**src/rtl/pic_cycle_sequencer.sv**
```systemverilog
// pic_cycle_sequencer
//   Single-clock instruction-cycle sequencer for the PIC core. Generates one-hot
//   phase enables, owns the program counter, an N-deep circular return stack and
//   the pipeline flush flag. Adds run/halt, stall, skip and branch control.
// Ports
//   master_clk   : system clock, all state updates on rising edge
//   reset        : asynchronous active-low reset
//   run          : 1 = execute cycles, 0 = halt at the next cycle boundary
//   stall        : freeze phase counter and suppress phase_en
//   load_pc      : branch/goto/call target select (commit edge only)
//   load_addr    : branch target
//   push         : call, push pc+1 (commit edge only)
//   pop          : return, next pc = stack top (commit edge only)
//   skip         : next instruction becomes a NOP (commit edge only)
//   phase_en     : one-hot phase enable, zero when idle, stalled or in reset
//   cycle_start  : phase_en[0]
//   pc           : address of the instruction in the current cycle
//   flush        : current cycle's instruction is discarded
//   stack_ovf    : sticky, push with stack full
//   stack_unf    : sticky, pop with stack empty
module pic_cycle_sequencer #(
  parameter int unsigned PHASES       = 4,
  parameter int unsigned PC_WIDTH     = 12,
  parameter int unsigned STACK_DEPTH  = 8,
  parameter int unsigned RESET_VECTOR = 0
) (
  input  logic                master_clk,
  input  logic                reset,
  input  logic                run,
  input  logic                stall,
  input  logic                load_pc,
  input  logic [PC_WIDTH-1:0] load_addr,
  input  logic                push,
  input  logic                pop,
  input  logic                skip,
  output logic [PHASES-1:0]   phase_en,
  output logic                cycle_start,
  output logic [PC_WIDTH-1:0] pc,
  output logic                flush,
  output logic                stack_ovf,
  output logic                stack_unf
);

  localparam int unsigned PH_W  = (PHASES > 1) ? $clog2(PHASES) : 1;
  localparam int unsigned SP_W  = (STACK_DEPTH > 1) ? $clog2(STACK_DEPTH) : 1;
  localparam int unsigned CNT_W = SP_W + 1;
  localparam logic [PH_W-1:0]  LAST_PH = PH_W'(PHASES - 1);
  localparam logic [CNT_W-1:0] FULL    = CNT_W'(STACK_DEPTH);

  typedef enum logic {
    S_IDLE = 1'b0,
    S_RUN  = 1'b1
  } state_t;

  state_t              state_q, state_d;
  logic [PH_W-1:0]     phase_q, phase_d;
  logic [PC_WIDTH-1:0] pc_q, pc_d;
  logic [SP_W-1:0]     sp_q, sp_d;
  logic [CNT_W-1:0]    cnt_q, cnt_d;
  logic                flush_q, flush_d;
  logic                ovf_q, ovf_d;
  logic                unf_q, unf_d;
  logic                stk_we;
  logic                pop_taken;
  logic [PC_WIDTH-1:0] pc_inc;
  logic [PC_WIDTH-1:0] stack_top;
  logic [PC_WIDTH-1:0] stack_mem [STACK_DEPTH];

  assign pc_inc    = pc_q + PC_WIDTH'(1);
  assign stack_top = stack_mem[sp_q - SP_W'(1)];
  assign pop_taken = pop && !push;

  // State register
  always_ff @(posedge master_clk or negedge reset) begin
    if (!reset) begin
      state_q <= S_IDLE;
      phase_q <= '0;
      pc_q    <= PC_WIDTH'(RESET_VECTOR);
      sp_q    <= '0;
      cnt_q   <= '0;
      flush_q <= 1'b0;
      ovf_q   <= 1'b0;
      unf_q   <= 1'b0;
    end else begin
      state_q <= state_d;
      phase_q <= phase_d;
      pc_q    <= pc_d;
      sp_q    <= sp_d;
      cnt_q   <= cnt_d;
      flush_q <= flush_d;
      ovf_q   <= ovf_d;
      unf_q   <= unf_d;
    end
  end

  // Return-stack storage; contents deliberately survive reset
  always_ff @(posedge master_clk) begin
    if (stk_we) begin
      stack_mem[sp_q] <= pc_inc;
    end
  end

  // Next-state: phase sequencing and commit-edge control
  always_comb begin
    state_d = state_q;
    phase_d = phase_q;
    pc_d    = pc_q;
    sp_d    = sp_q;
    cnt_d   = cnt_q;
    flush_d = flush_q;
    ovf_d   = ovf_q;
    unf_d   = unf_q;
    stk_we  = 1'b0;
    case (state_q)
      S_IDLE: begin
        if (run) begin
          state_d = S_RUN;
          phase_d = '0;
        end
      end
      S_RUN: begin
        if (!stall) begin
          if (phase_q == LAST_PH) begin
            phase_d = '0;
            if (!run) begin
              state_d = S_IDLE;
            end
            pc_d    = pc_inc;
            flush_d = 1'b0;
            // A flushed cycle is a NOP: its control inputs are dropped
            if (!flush_q) begin
              if (push) begin
                stk_we = 1'b1;
                sp_d   = sp_q + SP_W'(1);
                if (cnt_q == FULL) begin
                  ovf_d = 1'b1;
                end else begin
                  cnt_d = cnt_q + CNT_W'(1);
                end
              end else if (pop) begin
                sp_d = sp_q - SP_W'(1);
                if (cnt_q == '0) begin
                  unf_d = 1'b1;
                end else begin
                  cnt_d = cnt_q - CNT_W'(1);
                end
              end
              if (pop_taken) begin
                pc_d = stack_top;
              end else if (load_pc) begin
                pc_d = load_addr;
              end
              flush_d = pop_taken || load_pc || skip;
            end
          end else begin
            phase_d = phase_q + PH_W'(1);
          end
        end
      end
      default: state_d = S_IDLE;
    endcase
  end

  // Phase decode; gated combinationally by stall so a stalled cycle shows no enable
  always_comb begin
    phase_en = '0;
    if (state_q == S_RUN && !stall) begin
      phase_en[phase_q] = 1'b1;
    end
  end

  assign cycle_start = phase_en[0];
  assign pc          = pc_q;
  assign flush       = flush_q;
  assign stack_ovf   = ovf_q;
  assign stack_unf   = unf_q;

endmodule

```
**config.mk**
```make
export PLATFORM = sky130hd
export DESIGN_NAME = pic_cycle_sequencer
export DESIGN_NICKNAME = d
export VERILOG_FILES = /design/src/rtl/pic_cycle_sequencer.sv
export SDC_FILE = /design/constraint.sdc
export NUM_CORES = 1
export LEC_CHECK = 0
export CORE_MARGIN = 4
export CORE_UTILIZATION = 50
export CTS_CLUSTER_DIAMETER = 30
export DETAILED_ROUTE_END_ITERATION = 7
export HOLD_SLACK_MARGIN = 0.08
export PLACE_DENSITY = 0.79
export SLEW_MARGIN = 20
export SYNTH_ARGS = -nofsm -noshare
export SYNTH_HDL_FRONTEND = slang
export SYNTH_SLANG_ARGS = --single-unit
```
**constraint.sdc**
```tcl
create_clock -name master_clk -period 2.3 [get_ports master_clk]
set_clock_uncertainty 0.05 [all_clocks]
set_input_delay 0.69 -clock master_clk [delete_from_list [all_inputs] [get_ports master_clk]]
set_output_delay 0.69 -clock master_clk [all_outputs]
set_load 0.005 [all_outputs]
```
==> Flow_metrics.wiki <==
{| class="wikitable"
! Metric !! Value
|-
| Detailed router's first-iteration violation count || 350
|-
| Outcome || finished clean
|-
| Cell depth of the worst min-delay path || 1
|-
| GR Util All Layers || 0.214
|-
| Count of clock tree sinks || 121
|-
| Worst-case reg-to-reg path depth || 7
|-
| Area added between synthesis and finish || 27.5%
|-
| Sum of net half-perimeters after detailed placement || approximately 8.6 mm
|-
| Worst Tran Pin Value || 0.754 ns
|-
| CTS root buffer || clkbuf_8
|-
| Highest attainable clock frequency || 0.438 GHz
|-
| Number of max-slew violations in the final report || 0
|-
| Die area || 12600 µm²
|-
| CTS clock-pin slew for the worst setup and hold paths || 0.06 ns
|-
| Total length of routed wires || 12.7 mm
|-
| Final net count || 476
|-
| Remaining antenna violation count after routing || 0
|-
| Insertion delay to the later sink of the worst-skew pair || 0.53 ns
|-
| Number of synthesized register bits || between 100 and 150
|-
| 1st-pass router iterations || 5
|-
| Met1 layer wirelength in the final routing || 5.43 mm
|-
| Tmin final || 2.28 ns
|-
| Proportion of layout cells with a drive suffix above 1 || 0.327
|-
| Number of design rule violations left after detail routing || 0
|-
| Average footprint of a synthesized cell || 15.8 µm²
|-
| Sequential fraction of the synthesis area || 0.647
|-
| Wire length on met2 || 6.03 mm
|-
| Gate count after technology mapping || between 300 and 400
|-
| Global-route congestion overflow total || 0
|-
| Worst Setup Start Kind || flop
|-
| Site row count || 37
|-
| Initial core utilization || 0.518
|-
| DR WL/cell || 21.4 µm
|-
| Number of placed I/O pins || 40
|-
| Wire length of the first global-routing pass || approximately 20 mm
|-
| Maximum number of pins on one net before global-route repair || 28
|-
| Maximum VDD drop || approximately 0.00086 V
|-
| Count of different cell masters after synthesis || 52
|-
| Startpoint-to-endpoint class of the critical path || reg -> out
|-
| Worst Setup End Kind || output pin
|-
| Main synth FF type || edfxtp_1
|-
| Last weighted congestion value of the routability-driven placer || 0.975
|-
| Crit path largest cell delay || 0.40 ns
|-
| CP Data Required Time || 1.56 ns
|-
| Post-Route Setup TNS || 0 ns
|-
| Placeable Area || approximately 10000 µm²
|-
| EDFF count, synth || 96
|-
| Via density || approximately 5.9
|-
| Die width || 112 µm
|-
| Arr. time, crit path || 1.54 ns
|-
| Buffers on Ports || 39
|-
| Cells along the critical path || ha_2 -> nand3b_1 -> clkinv_2 -> clkbuf_2
|-
| Total of endpoints with negative setup slack in the final report || 0
|-
| RSZ-0062 raised after global routing || yes
|-
| Final core area utilization || 0.660
|-
| Worst setup path startpoint || phase_q[1]$_DFFE_PN0P_
|-
| H-tree levels || 4
|-
| Summed instance area of the synthesized netlist || 5420 µm²
|-
| Endpoint of the most critical register-to-register path || pc[9]$_DFFE_PN0P_
|-
| Number of fillers in the final layout || about 730
|-
| Number of antenna violations at the first check in global routing || 1
|-
| Worst slack on hold paths || 0.420 ns
|-
| Worst min-delay path class || reg -> reg
|-
| Total number of yosys warnings || 0
|-
| Leakage Power || 2.59 nW
|-
| Met3 wire len || 886 µm
|-
| Clock tree from TritonCTS || built
|-
| Slew HR || 0.494
|-
| Critical path capture point || phase_en[3]
|-
| Power per unit of standard cell area || 1310 nW/µm²
|-
| Final Hold Viols || 0
|-
| Longest Clk Path Bufs || 2
|-
| Async set or reset register ratio after synthesis || 0.207
|-
| Reg-to-reg startpoint || sp_q[0]$_DFFE_PN0P_
|-
| Vias in the first global route || 3684
|-
| Reg2reg setup slack || 0.11 ns
|-
| Start point of the worst hold path || stack_ovf$_DFFE_PN0P_
|-
| Total via count after detailed routing || 3486
|-
| Max cap viols || 0
|-
| Diode count || 0
|-
| Crit path max-delay cell type || dfrtp_1
|-
| Hold Buf Count CTS || 0
|-
| Post-layout power || 9.07 mW
|-
| Synthesized Nets || approximately 370
|-
| Final cycle utilization of the critical path || 0.993
|-
| Die Y || 112 µm
|-
| TritonCTS Buffers || 17
|-
| Top layer reached by signal wires || met5
|-
| Largest fanout of any net on the critical path || 5
|}
[stage by stage]
step / instances / setup WS [ns] / cell area, µm²
after floorplan: 344 / -0.0450 / 5460
after global placement: 554 / -0.494 / 6260
after detailed placement: 554 / -0.491 / 6260
after CTS: 590 / -0.0938 / 6860
after global routing: 595 / -0.0551 / 6910
final: 595 / 0.0170 / 6910
[registers in the layout, indices dropped and copies added, names as in the netlist]
signal and flops:
stack_mem 96, pc 12, cnt_q 4, sp_q 3
phase_q 2, flush 1, stack_ovf 1, stack_unf 1
state_q 1
[cell usage after synthesis (2+ instances only)]
library cell,number,area (µm²)
buf_2,3,15.0
xor2_1,6,52.6
nor2_1,16,60.1
o21ai_1,5,25.0
clkbuf_1,2,7.51
o31ai_1,3,22.5
ha_1,9,113
nor4_1,3,18.8
nor2b_1,4,25.0
a21oi_1,12,60.1
and2_1,3,18.8
edfxtp_1,96,2880
a22oi_1,3,22.5
a221oi_1,4,35.0
inv_1,12,45.0
a22o_1,4,35.0
a21o_1,5,37.5
mux2i_1,9,90.1
nor3_1,13,65.1
o221ai_1,2,17.5
and4_1,2,17.5
buf_4,5,37.5
dfrtp_1,25,626
nand3_1,5,25.0
xnor2_1,10,87.6
o21ai_0,10,50.1
a211oi_1,3,22.5
mux4_2,24,541
nand2_1,13,48.8
nand2b_1,4,25.0
buf_6,8,90.1
[cell usage in the layout (no fill, tap or decap), drive strengths merged, types with 7 or more instances in the layout]
master         synthesis  layout
mux2i                  9       9
inv                   12      22
clkdlybuf4s50          0      32
a21oi                 13      13
clkbuf                 2      18
nor2                  17      17
nor3                  14      14
xnor2                 10      10
buf                   16      66
ha                     9       9
xor2                   7       7
dfrtp                 25      25
nand2                 13      13
o21ai                 15      15
edfxtp                96      96
mux4                  24      24
[worst min-delay path by stage]
| stage | end | slack, ns |
|---|---|---|
| after detailed placement | stack_ovf$_DFFE_PN0P_ | 0.41 |
| final | stack_ovf$_DFFE_PN0P_ | 0.42 |
| after floorplan | cnt_q[0]$_DFFE_PN0P_ | 0.34 |
| after global placement | stack_unf$_DFFE_PN0P_ | 0.40 |
| after CTS | stack_ovf$_DFFE_PN0P_ | 0.42 |
| after global routing | stack_ovf$_DFFE_PN0P_ | 0.44 |
[kinds of logic after synthesis]
family	after synthesis	synth area share
AOI/OAI and AO/OA	57	0.0709
and+or+nand+nor	73	0.0711
xor gates and xnor gates	17	0.0289
DFF	121	0.647
adders and majority gates	10	0.0245
muxes	35	0.121
buffers and inverters	31	0.0367
[metal layers]
layer,up-vias,track usage
li1,1539,-
met1,1762,0.285
met2,150,0.326
met3,33,0.0668
met4,2,0.0938
met5,-,0
[worst max-delay path: cells and delay by family (launching register included)]
kind                     cells  cell delay [ns]
flip-flops                   1             0.40
AND/OR/NAND/NOR              1             0.14
adder cells (fa/ha/maj)      1             0.20
buffers and inverters        2             0.28
[report_power, final]
part / switching (mW) / internal, mW
logic: 1.68 / 1.69
registers: 0.331 / 2.88
clock network: 1.11 / 1.39
[final cells by class]
cell class	instances	area [µm²]	area share
Multi-Input combinational cell	192	1740	0.251
Tap cell	136	170	0.0246
Timing Repair Buffer	101	865	0.125
Clock inverter	15	153	0.0221
Sequential cell	121	3520	0.510
Inverter	13	50.0	0.00725
Clock buffer	17	414	0.0600
[timing repair]
action                                 in CTS  in global routing
setup endpoints to repair                  13                  8
setup buffers                               4                  5
gates cloned                                0                  0
resized for setup                          34                  5
endpoints found under the hold margin       0                  0
Note: power is estimated with default switching activity, not from simulation.
